### config.mk
export PLATFORM = sky130hd
export DESIGN_NAME = rr_burst_request_tracker
export DESIGN_NICKNAME = d
export VERILOG_FILES = /design/src/rtl/rr_burst_request_tracker_pkg.sv /design/src/rtl/rr_burst_request_tracker_chan.sv /design/src/rtl/rr_burst_request_tracker.sv
export SDC_FILE = /design/constraint.sdc
export NUM_CORES = 1
export LEC_CHECK = 0
export CAP_MARGIN = 20
export CORE_MARGIN = 1.5
export CORE_UTILIZATION = 50
export DETAILED_ROUTE_END_ITERATION = 7
export GPL_ROUTABILITY_DRIVEN = 0
export PLACE_DENSITY = 0.87
export SLEW_MARGIN = 20
export SYNTH_ARGS = -nofsm -noshare
export SYNTH_HDL_FRONTEND = slang
export SYNTH_SLANG_ARGS = --single-unit
### constraint.sdc
create_clock -name clk -period 3.1 [get_ports clk]
set_input_delay 0.62 -clock clk [delete_from_list [all_inputs] [get_ports clk]]
set_output_delay 0.62 -clock clk [all_outputs]
set_load 0.03 [all_outputs]
### src/rtl/rr_burst_request_tracker_pkg.sv
// Shared types and helpers for the round-robin burst request tracker.
// Holds requester count, field widths, channel state encoding and GNT decode helpers.
// Optional starvation monitor constants exist only when RR_TRACKER_STARVE_MON_EN is defined.
package rr_arb_pkg;

   localparam int N     = 4;
   localparam int LEN_W = 4;
   localparam int ID_W  = 2;

`ifdef RR_TRACKER_STARVE_MON_EN
   localparam int STARVE_TH = 16;
   localparam int WAIT_W    = $clog2(STARVE_TH + 1);
`endif

   typedef enum logic {
      IDLE   = 1'b0,
      ACTIVE = 1'b1
   } chan_state_t;

   // True when exactly one bit of the vector is set.
   function automatic logic is_onehot(input logic [N-1:0] v);
      int cnt;
      cnt = 0;
      for (int i = 0; i < N; i++) begin
         cnt = cnt + int'(v[i]);
      end
      return (cnt == 1);
   endfunction

   // Binary index of a one-hot vector; zero vector maps to index 0.
   function automatic logic [ID_W-1:0] oh_to_idx(input logic [N-1:0] v);
      logic [ID_W-1:0] idx;
      idx = '0;
      for (int i = 0; i < N; i++) begin
         if (v[i]) begin
            idx = idx | ID_W'(i);
         end
      end
      return idx;
   endfunction

endpackage

### src/rtl/rr_burst_request_tracker_chan.sv
// Per-channel burst FSM (IDLE/ACTIVE) with remaining-beat counter.
// Latency: load to REQ one cycle; last fire to done/IDLE one cycle.
// Backpressure: counter only moves on a fired beat; loads ignored while ACTIVE.
module rr_burst_chan
   import rr_arb_pkg::*;
(
   input  logic             clk,
   input  logic             rst_n,
   input  logic             i_load_valid,
   input  logic [LEN_W-1:0] i_load_len,
   input  logic             i_fire,
`ifdef RR_TRACKER_STARVE_MON_EN
   input  logic             i_gnt,
   output logic             o_starve,
`endif
   output logic             o_req,
   output logic             o_load_ready,
   output logic             o_done,
   output logic             o_err_zero_len,
   output logic [LEN_W-1:0] o_rem
);

   chan_state_t      r_state;
   logic [LEN_W-1:0] r_rem;
   logic             r_done;
   logic             r_err_zero_len;

   // Channel FSM: accept non-zero loads when idle, count down fired beats when active.
   always_ff @(posedge clk or negedge rst_n) begin
      if (!rst_n) begin
         r_state        <= IDLE;
         r_rem          <= '0;
         r_done         <= 1'b0;
         r_err_zero_len <= 1'b0;
      end else begin
         r_done         <= 1'b0;
         r_err_zero_len <= 1'b0;
         case (r_state)
            IDLE: begin
               if (i_load_valid) begin
                  if (i_load_len != '0) begin
                     r_rem   <= i_load_len;
                     r_state <= ACTIVE;
                  end else begin
                     r_err_zero_len <= 1'b1;
                  end
               end
            end
            ACTIVE: begin
               // Never decrement from zero, even if a fire arrives unexpectedly.
               if (i_fire && (r_rem != '0)) begin
                  r_rem <= r_rem - LEN_W'(1);
                  if (r_rem == LEN_W'(1)) begin
                     r_state <= IDLE;
                     r_done  <= 1'b1;
                  end
               end
            end
            default: r_state <= IDLE;
         endcase
      end
   end

   assign o_req          = (r_state == ACTIVE);
   assign o_load_ready   = (r_state == IDLE);
   assign o_done         = r_done;
   assign o_err_zero_len = r_err_zero_len;
   assign o_rem          = r_rem;

`ifdef RR_TRACKER_STARVE_MON_EN
   logic [WAIT_W-1:0] r_wait;
   logic              r_starve;
   logic [WAIT_W-1:0] w_wait_nxt;

   assign w_wait_nxt = (r_wait < WAIT_W'(STARVE_TH)) ? (r_wait + WAIT_W'(1)) : r_wait;

   // Wait counter saturates at the threshold; flag stays set until a grant or idle.
   always_ff @(posedge clk or negedge rst_n) begin
      if (!rst_n) begin
         r_wait   <= '0;
         r_starve <= 1'b0;
      end else if ((r_state == IDLE) || i_gnt) begin
         r_wait   <= '0;
         r_starve <= 1'b0;
      end else begin
         r_wait   <= w_wait_nxt;
         r_starve <= (w_wait_nxt >= WAIT_W'(STARVE_TH));
      end
   end

   assign o_starve = r_starve;
`endif

endmodule

### src/rtl/rr_burst_request_tracker.sv
// Burst request tracker feeding a 4-way round-robin arbiter; optional RR_TRACKER_STARVE_MON_EN.
// Latency: beat outputs combinational from GNT/state; REQ, done and errors registered.
// Backpressure: beat held while GNT persists and beat_ready is low; no count change.
module rr_burst_request_tracker
   import rr_arb_pkg::*;
(
   input  logic               clk,
   input  logic               rst_n,
   input  logic [N-1:0]       load_valid,
   input  logic [N*LEN_W-1:0] load_len,
   output logic [N-1:0]       load_ready,
   input  logic [N-1:0]       GNT,
   output logic [N-1:0]       REQ,
   input  logic               beat_ready,
   output logic               beat_valid,
   output logic [ID_W-1:0]    beat_id,
   output logic               beat_last,
   output logic [N-1:0]       done,
   output logic [N-1:0]       err_zero_len,
`ifdef RR_TRACKER_STARVE_MON_EN
   output logic [N-1:0]       starve,
`endif
   output logic               err_gnt
);

   logic             w_onehot;
   logic [ID_W-1:0]  w_idx;
   logic             w_sel_active;
   logic             w_fire;
   logic             w_gnt_bad;
   logic [LEN_W-1:0] w_rem [N];
   logic             r_err_gnt;

   assign w_onehot     = is_onehot(GNT);
   assign w_idx        = oh_to_idx(GNT);
   assign w_sel_active = REQ[w_idx];

   assign beat_valid = w_onehot & w_sel_active;
   assign beat_id    = w_idx;
   assign beat_last  = beat_valid & (w_rem[w_idx] == LEN_W'(1));
   assign w_fire     = beat_valid & beat_ready;

   // Any non-zero GNT that is multi-hot or points at an idle channel is a protocol error.
   assign w_gnt_bad = (GNT != '0) & ~(w_onehot & w_sel_active);

   // Register the illegal-grant flag as a one-cycle pulse.
   always_ff @(posedge clk or negedge rst_n) begin
      if (!rst_n) begin
         r_err_gnt <= 1'b0;
      end else begin
         r_err_gnt <= w_gnt_bad;
      end
   end

   assign err_gnt = r_err_gnt;

   for (genvar g = 0; g < N; g++) begin : g_chan
      rr_burst_chan u_chan (
         .clk            (clk),
         .rst_n          (rst_n),
         .i_load_valid   (load_valid[g]),
         .i_load_len     (load_len[g*LEN_W +: LEN_W]),
         .i_fire         (w_fire & GNT[g]),
`ifdef RR_TRACKER_STARVE_MON_EN
         .i_gnt          (GNT[g]),
         .o_starve       (starve[g]),
`endif
         .o_req          (REQ[g]),
         .o_load_ready   (load_ready[g]),
         .o_done         (done[g]),
         .o_err_zero_len (err_zero_len[g]),
         .o_rem          (w_rem[g])
      );
   end

endmodule

* After elaboration in Yosys (flattened, before gate mapping) *
Cells that the tools add are included.

cells by class
  add/sub/neg operators = 7
  multipliers = 0
  div/mod/pow operators = 0
  $lt $le $gt $ge = 2
  eq/ne operators = 18
  shift operators = 0
  muxes and demuxes = 68
  bitwise logic cells = 14
  reduce and logical (&&, ||, !) cells = 17

operators by type and width
  operator                                                    count
  two-way mux 4 bit                                           14
  two-way mux 1 bit                                           42
  nonzero test 4 bit                                          9
  case mux 4 bit (2 select lines)                             4
  == test 4 x 1 -> 1 bit, second input constant               6
  inequality test 2 bit, second input constant                12
  subtractor 4 x 1 -> 4 bit, second input constant            4
  AND reduction 3 bit                                         4
  bitwise AND 1 bit                                           8
  binary-select mux 4 bit (select 2 bit)                      1
  case mux 1 bit (2 select lines)                             4
  inverter 1 bit                                              5
  adder 3 x 1 -> 4 bit                                        1
  logical AND 1 bit                                           4
  two-way mux 2 bit                                           2
  adder 2 x 1 -> 3 bit                                        1
  greater-or-equal comparator 3 bit, second input constant    1
  less-than comparator 2 x 3 -> 1 bit, second input constant  1
  inverter 2 -> 3 bit                                         1
  adder 1 x 1 -> 2 bit                                        1
  binary-select mux 1 bit (select 2 bit)                      1

storage, ports and cells
  register bits after elaboration = 29
  latch bits = 0
  bits in writable memories = 0
  memory bits (read-only) = 0
  output and inout port bits = 21
  memories = 0

* Longest topological paths before layout *
  depth after elaboration = 11
  depth in mapped cells = 11
  depth with buffers taken out = 10

* Hierarchy *
From an unflattened synthesis, not the netlist that was laid out.

unflattened totals
  cell total of the unflattened synthesis = 226
  area, all modules = 2144.6 µm²

by module, submodules not included
  module                    instances  cells each  area an instance (µm²)  sequential area each (µm²)
  rr_burst_chan             4          47          462.9                   175.2
  rr_burst_request_tracker  1          38          292.8                   25.0

* Worst setup path after synthesis *
OpenSTA, ideal clock, no wires.

  kind = input port to output port
  from = input port GNT[0]
  to = output port beat_last
  arrival time = 3372 ps
  data required time = 2480 ps
  setup slack = -892 ps
  cell stages on the path = 9
  cell sequence = inv_1 -> fa_1 -> inv_1 -> ha_1 -> ha_1 -> nor3b_2 -> nand2_1 -> nor2_1 -> a21boi_0

between the ends
  word-level cells in the longest chain between the ends = 6

RTL lines
  element                 line                                text
  start: declaration      rr_burst_request_tracker.sv:12      input logic [N-1:0] GNT,
  adder 1 x 1 -> 2 bit    rr_burst_request_tracker_pkg.sv:25  cnt = cnt + int'(v[i]);
  adder 2 x 1 -> 3 bit    rr_burst_request_tracker_pkg.sv:25
  adder 3 x 1 -> 4 bit    rr_burst_request_tracker_pkg.sv:25
  == test 4 x 1 -> 1 bit  rr_burst_request_tracker_pkg.sv:27  return (cnt == 1);
  bitwise AND 1 bit       rr_burst_request_tracker.sv:38      assign beat_valid = w_onehot & w_sel_active;
  net beat_valid          rr_burst_request_tracker.sv:15      output logic beat_valid,
  bitwise AND 1 bit       rr_burst_request_tracker.sv:40      assign beat_last = beat_valid & (w_rem[w_idx] == LEN_W'(1));
  end: declaration        rr_burst_request_tracker.sv:17      output logic beat_last,

The timed path passes the listed nets, and every way through them passes these cells.

* Worst setup path after layout *
  from = input port GNT[0]
  to = output port beat_last

between the ends
  word-level cells in the longest chain between the ends = 6

RTL lines
  element                 line
  adder 1 x 1 -> 2 bit    rr_burst_request_tracker_pkg.sv:25
  adder 2 x 1 -> 3 bit    rr_burst_request_tracker_pkg.sv:25
  adder 3 x 1 -> 4 bit    rr_burst_request_tracker_pkg.sv:25
  == test 4 x 1 -> 1 bit  rr_burst_request_tracker_pkg.sv:27
  bitwise AND 1 bit       rr_burst_request_tracker.sv:38
  bitwise AND 1 bit       rr_burst_request_tracker.sv:40

No other way between the ends.

==> impl_metrics.toml <==
[logic_synthesis]
synth-xor-area-share_pct = 0.894
yosysMostFrequentCell = "dfrtp_1"
synth-warning-count = 0
synth_area_leaders = "dfrtp_1, ha_1, buf_4, inv_1, a21oi_1"
synthCells = 215
synthMuxAreaShare_pct = 1.53
ys_ff_latch = 29
syn_area_per_cell_um2 = 9.11
netlist_area_um2 = 1960
synthAdderAreaFrac_pct = 8.05
synth_top_area_share_pct = 37.0
synth_edf_count = 0
synthArstFlopShare_pct = 100
synth_compound_area_share_pct = 20.4
synthFlopType = "dfrtp_1"
synthTopCellsByCount = "dfrtp_1, inv_1, nor2_1, buf_4"
syn_nets = 254
yosysSeqAreaShare_pct = 37.0
synth_top_family_by_area = "simple AND/OR/NAND/NOR gates"
synthSimpleGateAreaFrac_pct = 20.9
ys_types = 53
yosysTopAreaCell = "dfrtp_1"

[die]
core_um2 = 3720
num_io_pins = 48
fp.dieW_um = 65.6
die_area_um2 = 4300
die_y_um = 65.6
std_cell_rows = 22
start_util_pct = 52.7

[worst_setup_path]
slowest_stage = "fa_1"
worstPathCellList = "buf_8 > inv_4 > fa_1 > inv_1 > ha_2 > ha_4 > nor3b_4 > nand2_2 > nor2_4 > a21boi_4 > buf_6"
slowest_delay_ns = 0.53
crit_path_end_kind = "output port"
r2r_setup_slack_ns = 1.00
crit_buf_inv = 4
startpoint_type = "input pin"
arrival_ns = 2.45
cp.required_ns = 2.48
path_class = "in2out"
crit_family = "adder cells"
worstPathMaxFanout = 2

[grt]
antenna_found_initial = 0
grt_pass1_vias = 1711
grt_overflow = 0
track_usage_pct = 24.0
grt_max_degree = 30
grt_first_pass_wirelength_um = 7750

[clocking]
path_clk_slew_ns = 0.06
cts_buffers = 5
cts_tree = "done"
root_buffer = "clkbuf_8"
htree_levels = 2
cts.sinks = 29
clockBufferDepth = 2
clk_latency_ns = 0.28

[routing]
drt-initial-drc-count = 128
ant_nets = 0
routed_wl_um = 4540
dr_total_vias = 1813
vias_per_cell = 5.67
routedWlPerCell_um = 14.2
firstDrtPassIters = 4
drc = 0

[timing]
period_share_pct = 99.2
rsz0062_at_grt = "yes"
fin_crit_ns = 3.07
finalHoldViolCount = 0
fin_skew_ns = 0.00944
finalSetupViolCount = 0
fmax_ghz = 0.325
maxSlewHeadroom_pct = 70.3
worst_slew_pin_slew_ns = 0.445
drv_slew = 0

[cells_and_area]
fillers = 280
register_area_um2 = 726
multiInputGateArea_um2 = 1060
finalNetCount = 311
syn_to_final_growth_pct = 36.0
drive_above_1_share_pct = 17.3
design_area_um2 = 2660
n_antenna_cell = 0

[run]
cap_viol_max_count = 0

[place]
placed_cell_area_um2 = 2510
io_buffers = 47
dp_hpwl_um = 3480

[status]
status = "finished, final reports clean"

[power]
power_mw = 1.29
ir_worst_vdd_mv = 0.263
power_density_nw_per_um2 = 484
leakagePower_nw = 1.21

[hold_path]
hp-class = "reg2reg"
==> power by group <==
part	switching [mW]	internal [mW]	total, mW
clock network	0.138	0.176	0.314
logic	0.238	0.211	0.449
registers	0.0752	0.452	0.527
total	0.451	0.839	1.29
==> cells in the final DEF (no fill, tap or decap), types with 2 or more instances in the layout <==
cell type        Yosys  layout
inv_2                1       2
a22o_1               2       2
nor3b_1              3       3
clkdlybuf4s50_1      0      42
o211ai_1             3       3
and3_1               5       5
or4b_1               2       2
a211oi_1             4       4
dfrtp_1             29      29
nand2_1             15      14
a21oi_1             15      15
a211o_1              2       2
and2_1               2       2
xnor2_1              2       2
nand3_1              5       5
ha_1                11       9
a21o_1               2       2
buf_6                0       2
nor4_1               4       4
o21ai_0              3       3
inv_1               22      19
a2111oi_4            2       2
clkbuf_8             0       6
nor2_1              17      16
buf_8                0       2
nand4_1              4       4
or4_1                4       4
mux2i_1              3       3
buf_4               16      22
nor3_1               6       6
o22ai_1              4       4
a221o_1              2       2
==> path summary, 6_finish.rpt <==
kind,start,endpoint,cells past startpoint
worst max-delay path,GNT[0],beat_last,11
worst min-delay path,g_chan[3].u_chan.o_rem[3]$_DFFE_PN0P_,g_chan[3].u_chan.o_rem[3]$_DFFE_PN0P_,1
worst max register to register,g_chan[2].u_chan.o_req$_DFF_PN0_,g_chan[2].u_chan.o_rem[0]$_DFFE_PN0P_,6
worst min register to register,g_chan[3].u_chan.o_rem[3]$_DFFE_PN0P_,g_chan[3].u_chan.o_rem[3]$_DFFE_PN0P_,1
max in group asynchronous,rst_n,g_chan[2].u_chan.o_rem[3]$_DFFE_PN0P_,2
min in group asynchronous,rst_n,g_chan[1].u_chan.o_err_zero_len$_DFF_PN0_,2
==> layer usage <==
metal	wire length, µm	up-vias	global-route usage [%]
met2	2250	62	39.9
met4	101	0	10.4
met3	230	7	4.97
li1	-	880	-
met1	1950	864	29.9
met5	0	-	0
==> kinds of logic (layout without fill, tap and decap cells) <==
logic type,after synthesis,after routing
XOR/XNOR,2,2
flip-flops,29,29
AO/OA/AOI/OAI,51,51
multiplexers,3,3
adder cells (fa/ha/maj),12,12
buffers and inverters,42,99
AND/OR/NAND/NOR,76,76
==> area by class of cell <==
| cell class | count | share of cell area (%) |
|---|---|---|
| inverters | 24 | 3.62 |
| multi-input cells | 144 | 39.7 |
| well taps | 48 | 2.25 |
| clock buffers | 7 | 3.24 |
| repair buffers | 68 | 24.0 |
| flip-flops and latches | 29 | 27.2 |
==> repair_timing <==
action                     4_1_cts  5_1_grt
buffers inserted                 3        3
pin swaps                        5        5
setup endpoints to repair       19        5
hold buffers                     0        0
gates resized for setup         16        6
==> state kept, by name, summed over array words and instances, names as in the netlist <==
register,cells
g_chan.u_chan.o_rem,16
g_chan.u_chan.o_err_zero_len,4
g_chan.u_chan.o_req,4
g_chan.u_chan.o_done,4
err_gnt,1
==> per-stage QoR <==
| stage | worst slack (ns) | TNS, ns | util, % | hold slack [ns] | std cells |
|---|---|---|---|---|---|
| finish | 0.0252 | 0 | 71.7 | 0.516 | 320 |
| global route | -0.0620 | -0.0751 | 71.7 | 0.538 | 320 |
| CTS | 0.00642 | 0 | 70.5 | 0.508 | 317 |
| detailed placement | -0.587 | -10.36 | 67.7 | 0.499 | 307 |
| global placement | -0.513 | -8.96 | 67.7 | 0.490 | 307 |
| floorplan | -0.111 | -0.111 | - | 0.324 | 215 |
Note: power is estimated with default switching activity, not from simulation.
==> RTL change 1, RTL diff (same settings) <==
The package constant `LEN_W` goes from 4 to 8.
--- a/src/rtl/rr_burst_request_tracker_pkg.sv
+++ b/src/rtl/rr_burst_request_tracker_pkg.sv
@@ -6,3 +6,3 @@
    localparam int N     = 4;
-   localparam int LEN_W = 4;
+   localparam int LEN_W = 8;
    localparam int ID_W  = 2;
Interface: changed (resized load_len); port bits go from 48 to 64. No check against the original RTL was run, so the function may have changed too.
==> RTL change 1 against the original RTL <==
The flow now finishes with violations (negative setup slack); power increased by 120%; sequential cell count increased by 16; routed wire length increased by 89%; count of clock-buffer cells in the layout decreased by 1; setup slack got worse by 0.24 ns; synthesized area increased by 62%; cell area increased by 54%.
==> RTL change 1: results (changes against the original RTL) <==
{| class="wikitable"
! Metric !! Value
|-
| Result of the run || complete, but fails checks
|-
| Violated checks || negative setup slack
|-
| Post-DP Area || 3950 µm² (+57%)
|-
| Inverter count || 25 (+4.2%)
|-
| Slack of the critical path || -0.210 ns (-0.235 ns)
|-
| Met1 capacity usage during global routing || 32.0% (+2.0 points)
|-
| Overall Global Routing Usage || 26.0% (+2.1 points)
|-
| Rel. slew slack || 50.0% (-20 points)
|-
| Final total negative setup slack || -0.230 ns (-0.230 ns)
|-
| WL final || 8590 µm (+89%)
|-
| Top cells by count, synth || sky130_fd_sc_hd__dfrtp_1 (45), sky130_fd_sc_hd__nor2_1 (26), sky130_fd_sc_hd__inv_1 (25)
|-
| Proportion of layout cells with a drive suffix above 1 || 16.7% (-0.53 points)
|-
| Flop2flop setup slack || 0.78 ns (-0.22 ns)
|-
| Layout clock buffers || 6 (-1)
|-
| Multi-In Gates || 254 (+76%)
|-
| Non-clock buffer area fraction after layout || 20.7% (-3.2 points)
|-
| Routed wire length on met3 || 665 µm (+190%)
|-
| Worst vdd rail ir drop || 352 µV (+34%)
|-
| Total half-perimeter wirelength after legalization and detailed placement || 6290 µm (+81%)
|-
| Tightest hold margin || 0.309 ns (-0.207 ns)
|-
| Clock buffer and inverter area fraction after layout || 2.01% (-1.2 points)
|-
| Total length of routed met2 wires || 4170 µm (+85%)
|-
| Proportion of cell area occupied by multi-input gates || 45.0% (+5.4 points)
|-
| First-pass GRT wire length || 13,500 µm (+75%)
|-
| Number of clock sinks || 45 (+55%)
|-
| First-pass iteration count of the detailed router || 5 (+1)
|-
| Depth of the worst register-to-register path || 8 (+2)
|-
| Sequential fraction of total cell area || 27.5% (+0.22 points)
|-
| Number of buffers inserted by port buffering || 63 (+34%)
|-
| Count of endpoints failing setup in the final report || 2 (+2)
|-
| Combinational cell fraction of total power || 49.9% (+15 points)
|-
| Clock network fraction of design power || 13.1% (-11 points)
|-
| Maximum number of pins on one net before global-route repair || 46 (+53%)
|-
| First DRT Iteration DRCs || 263 (+110%)
|-
| Synth Area in XOR/XNOR || 0.277% (-0.62 points)
|-
| Placed cells || 486 (+58%)
|-
| Lkg Pwr || 1.78 nW (+48%)
|-
| Die Area || 6820 µm² (+58%)
|-
| Switching part of the total || 45.1% (+10 points)
|-
| Met1 wire length || 3520 µm (+80%)
|-
| Filler cells || 465 (+66%)
|-
| Met2 track demand over resource || 45.9% (+5.9 points)
|-
| Ranking of synthesized cells by area || sky130_fd_sc_hd__dfrtp_1 (36%), sky130_fd_sc_hd__ha_1 (5.9%), sky130_fd_sc_hd__buf_4 (3.8%)
|-
| Max Clock Skew || 0.00524 ns (-0.00420 ns)
|-
| Post-layout nets || 482 (+55%)
|-
| Gate Count Post-Synth || 346 (+61%)
|-
| Area of combinational cells with multiple inputs || 1850 µm² (+75%)
|}
-- RTL change 1: changes by cell type in the layout (fill, tap and decap cells not counted), moves of 5 or more --
cell and delta:
sky130_fd_sc_hd__dfrtp_1 +16, sky130_fd_sc_hd__clkdlybuf4s50_1 +15, sky130_fd_sc_hd__nor3_1 +13, sky130_fd_sc_hd__nor4_1 +11, sky130_fd_sc_hd__o21ai_0 +10, sky130_fd_sc_hd__nor2_1 +9, sky130_fd_sc_hd__buf_4 +8, sky130_fd_sc_hd__mux2i_1 +8
sky130_fd_sc_hd__a31oi_1 +5, sky130_fd_sc_hd__o31ai_1 +5
-- RTL change 1: timing repair --
item / 4_1_cts / 5_1_grt
pin swaps: 7 / 3
resized for setup: 19 / 3
setup endpoints to repair: 42 / 14
setup buffers: 3 / 3
hold buffers: 0 / 0
==> RTL change 2, RTL diff (same flow settings) <==
Made on the original files. Remove the register `r_err_gnt`: a continuous assignment takes its place, so the output `err_gnt` follows one clock earlier.
--- a/src/rtl/rr_burst_request_tracker.sv
+++ b/src/rtl/rr_burst_request_tracker.sv
@@ -46,9 +46,3 @@
    // Register the illegal-grant flag as a one-cycle pulse.
-   always_ff @(posedge clk or negedge rst_n) begin
-      if (!rst_n) begin
-         r_err_gnt <= 1'b0;
-      end else begin
-         r_err_gnt <= w_gnt_bad;
-      end
-   end
+   assign r_err_gnt = w_gnt_bad;
 
Function: changed (Yosys sat finds a counterexample within 4 cycles, from zero or initial values and one cycle with rst_n low).
==> RTL change 2 against the original RTL <==
Sequential cell count is 1 lower; critical endpoint unchanged; combinational power down 3%; synthesized area grew 3.3%; register-to-register slack better by 0.06 ns; routed wire length is 3.3% lower; via count is 2.0% lower; cell area down 3.0%; setup slack better by 0.026 ns; largest cell class unchanged; power down 13%.
==> RTL change 2: results (changes against the original RTL) <==
{| class="wikitable"
! Metric !! Value
|-
| Filler cells || 335 (+20%)
|-
| Ranking of synthesized cells by area || sky130_fd_sc_hd__dfrtp_1 (35%), sky130_fd_sc_hd__buf_4 (7.1%), sky130_fd_sc_hd__ha_1 (6.8%)
|-
| Maximum fanout along the worst path || 3 (+1)
|-
| First-pass GRT wire length || 7190 µm (-7.2%)
|-
| Overall Global Routing Usage || 20.7% (-3.3 points)
|-
| Post-layout nets || 303 (-2.6%)
|-
| Clock-pin slew on the worst setup and hold paths || 0.09 ns (+0.03 ns)
|-
| Post-place setup slack || -0.480 ns (+0.107 ns)
|-
| CTS H-Tree Depth || 1 (-1)
|-
| Sequential share of the synthesized area || 34.6% (-2.4 points)
|-
| Post-DP Area || 2500 µm² (-0.40%)
|-
| Worst vdd rail ir drop || 224 µV (-15%)
|-
| Max Clock Skew || 0.00759 ns (-0.00185 ns)
|-
| Proportion of layout cells with a drive suffix above 1 || 18.7% (+1.4 points)
|-
| WL final || 4390 µm (-3.3%)
|-
| Design internal power || 720 µW (-14%)
|-
| Via count of the first global-routing pass || 1,641 (-4.1%)
|-
| Via density || 5.73 (+1.2%)
|-
| Worst Hold Class || register to register
|-
| Top cells by count, synth || sky130_fd_sc_hd__dfrtp_1 (28), sky130_fd_sc_hd__inv_1 (21), sky130_fd_sc_hd__buf_4 (19)
|-
| Nets in the synthesized netlist || 258 (+1.6%)
|-
| Maximum number of pins on one net before global-route repair || 29 (-3.3%)
|-
| Result of the run || complete, no violations
|-
| Critical Path AT || 2.43 ns (-0.02 ns)
|-
| Lkg Pwr || 1.15 nW (-4.8%)
|-
| Total half-perimeter wirelength after legalization and detailed placement || 3330 µm (-4.4%)
|}
==> RTL change 2: cell types whose count changed after synthesis, moves of 4 or more <==
cell	change
sky130_fd_sc_hd__nor3_1	+9
sky130_fd_sc_hd__and3_1	+6
sky130_fd_sc_hd__a21oi_1	-5
sky130_fd_sc_hd__nor2_1	-5
sky130_fd_sc_hd__a211oi_1	+4
==> RTL change 2: worst paths after layout <==
path,cells after the start,to,slack [ns],startpoint
max in group asynchronous,2,g_chan[2].u_chan.o_rem[0],2.11,rst_n
worst min-delay path,1,g_chan[2].u_chan.o_rem[2],0.58,g_chan[2].u_chan.o_rem[2]
worst max-delay path,10,beat_last,0.05,GNT[3]
worst max register to register,7,g_chan[2].u_chan.o_rem[3],1.06,g_chan[2].u_chan.o_req
min in group asynchronous,2,g_chan[1].u_chan.o_rem[3],0.72,rst_n
worst min register to register,1,g_chan[2].u_chan.o_rem[2],0.58,g_chan[2].u_chan.o_rem[2]
==> RTL change 2: timing repair <==
item / 4_1_cts / 5_1_grt
setup endpoints to repair: 19 / 2
resized for setup: 17 / 5
setup buffers: 0 / 1
pin swaps: 2 / 3
==> RTL change 2: per-stage QoR <==
stage | std cells | total power, mW
2_1_floorplan | 219 | 0.770
3_3_place_gp | 306 | 0.895
3_5_place_dp | 306 | 0.914
4_1_cts | 309 | 1.13
5_1_grt | 310 | 1.21
6_report | 310 | 1.12
==> RTL change 2: cell type report <==
type,instances,area share [%]
clock buffers,3,1.60
inverters,22,3.20
multi-input cells,147,43.9
repair buffers,62,21.8
flip-flops and latches,28,27.1
well taps,48,2.32
==> RTL change 2: power by group through the flow <==
stage | Sequential, mW | Clock [mW] | Combinational (mW)
global placement | 0.497 | 0 | 0.398
detailed placement | 0.500 | 0 | 0.414
CTS | 0.492 | 0.209 | 0.428
global route | 0.500 | 0.221 | 0.489
floorplan | 0.479 | 0 | 0.291
finish | 0.493 | 0.196 | 0.436
==> RTL change 2: metal layers <==
metal	global-route usage [%]	wire, µm	up-vias
met5	0	0	-
li1	-	-	873
met2	36.6	2170	56
met3	2.70	212	2
met1	26.3	1990	846
met4	5.87	22	0
==> RTL change 2: cell families (layout without fill, tap and decap cells) <==
group	Yosys count	in the layout	synth area share (%)
XOR/XNOR	2	2	0.866
flip-flops	28	28	34.6
multiplexers	4	4	2.35
AND/OR/NAND/NOR	82	82	23.6
buffers and inverters	44	87	12.2
AO/OA/AOI/OAI	47	47	18.6
adder cells (fa/ha/maj)	12	12	7.79
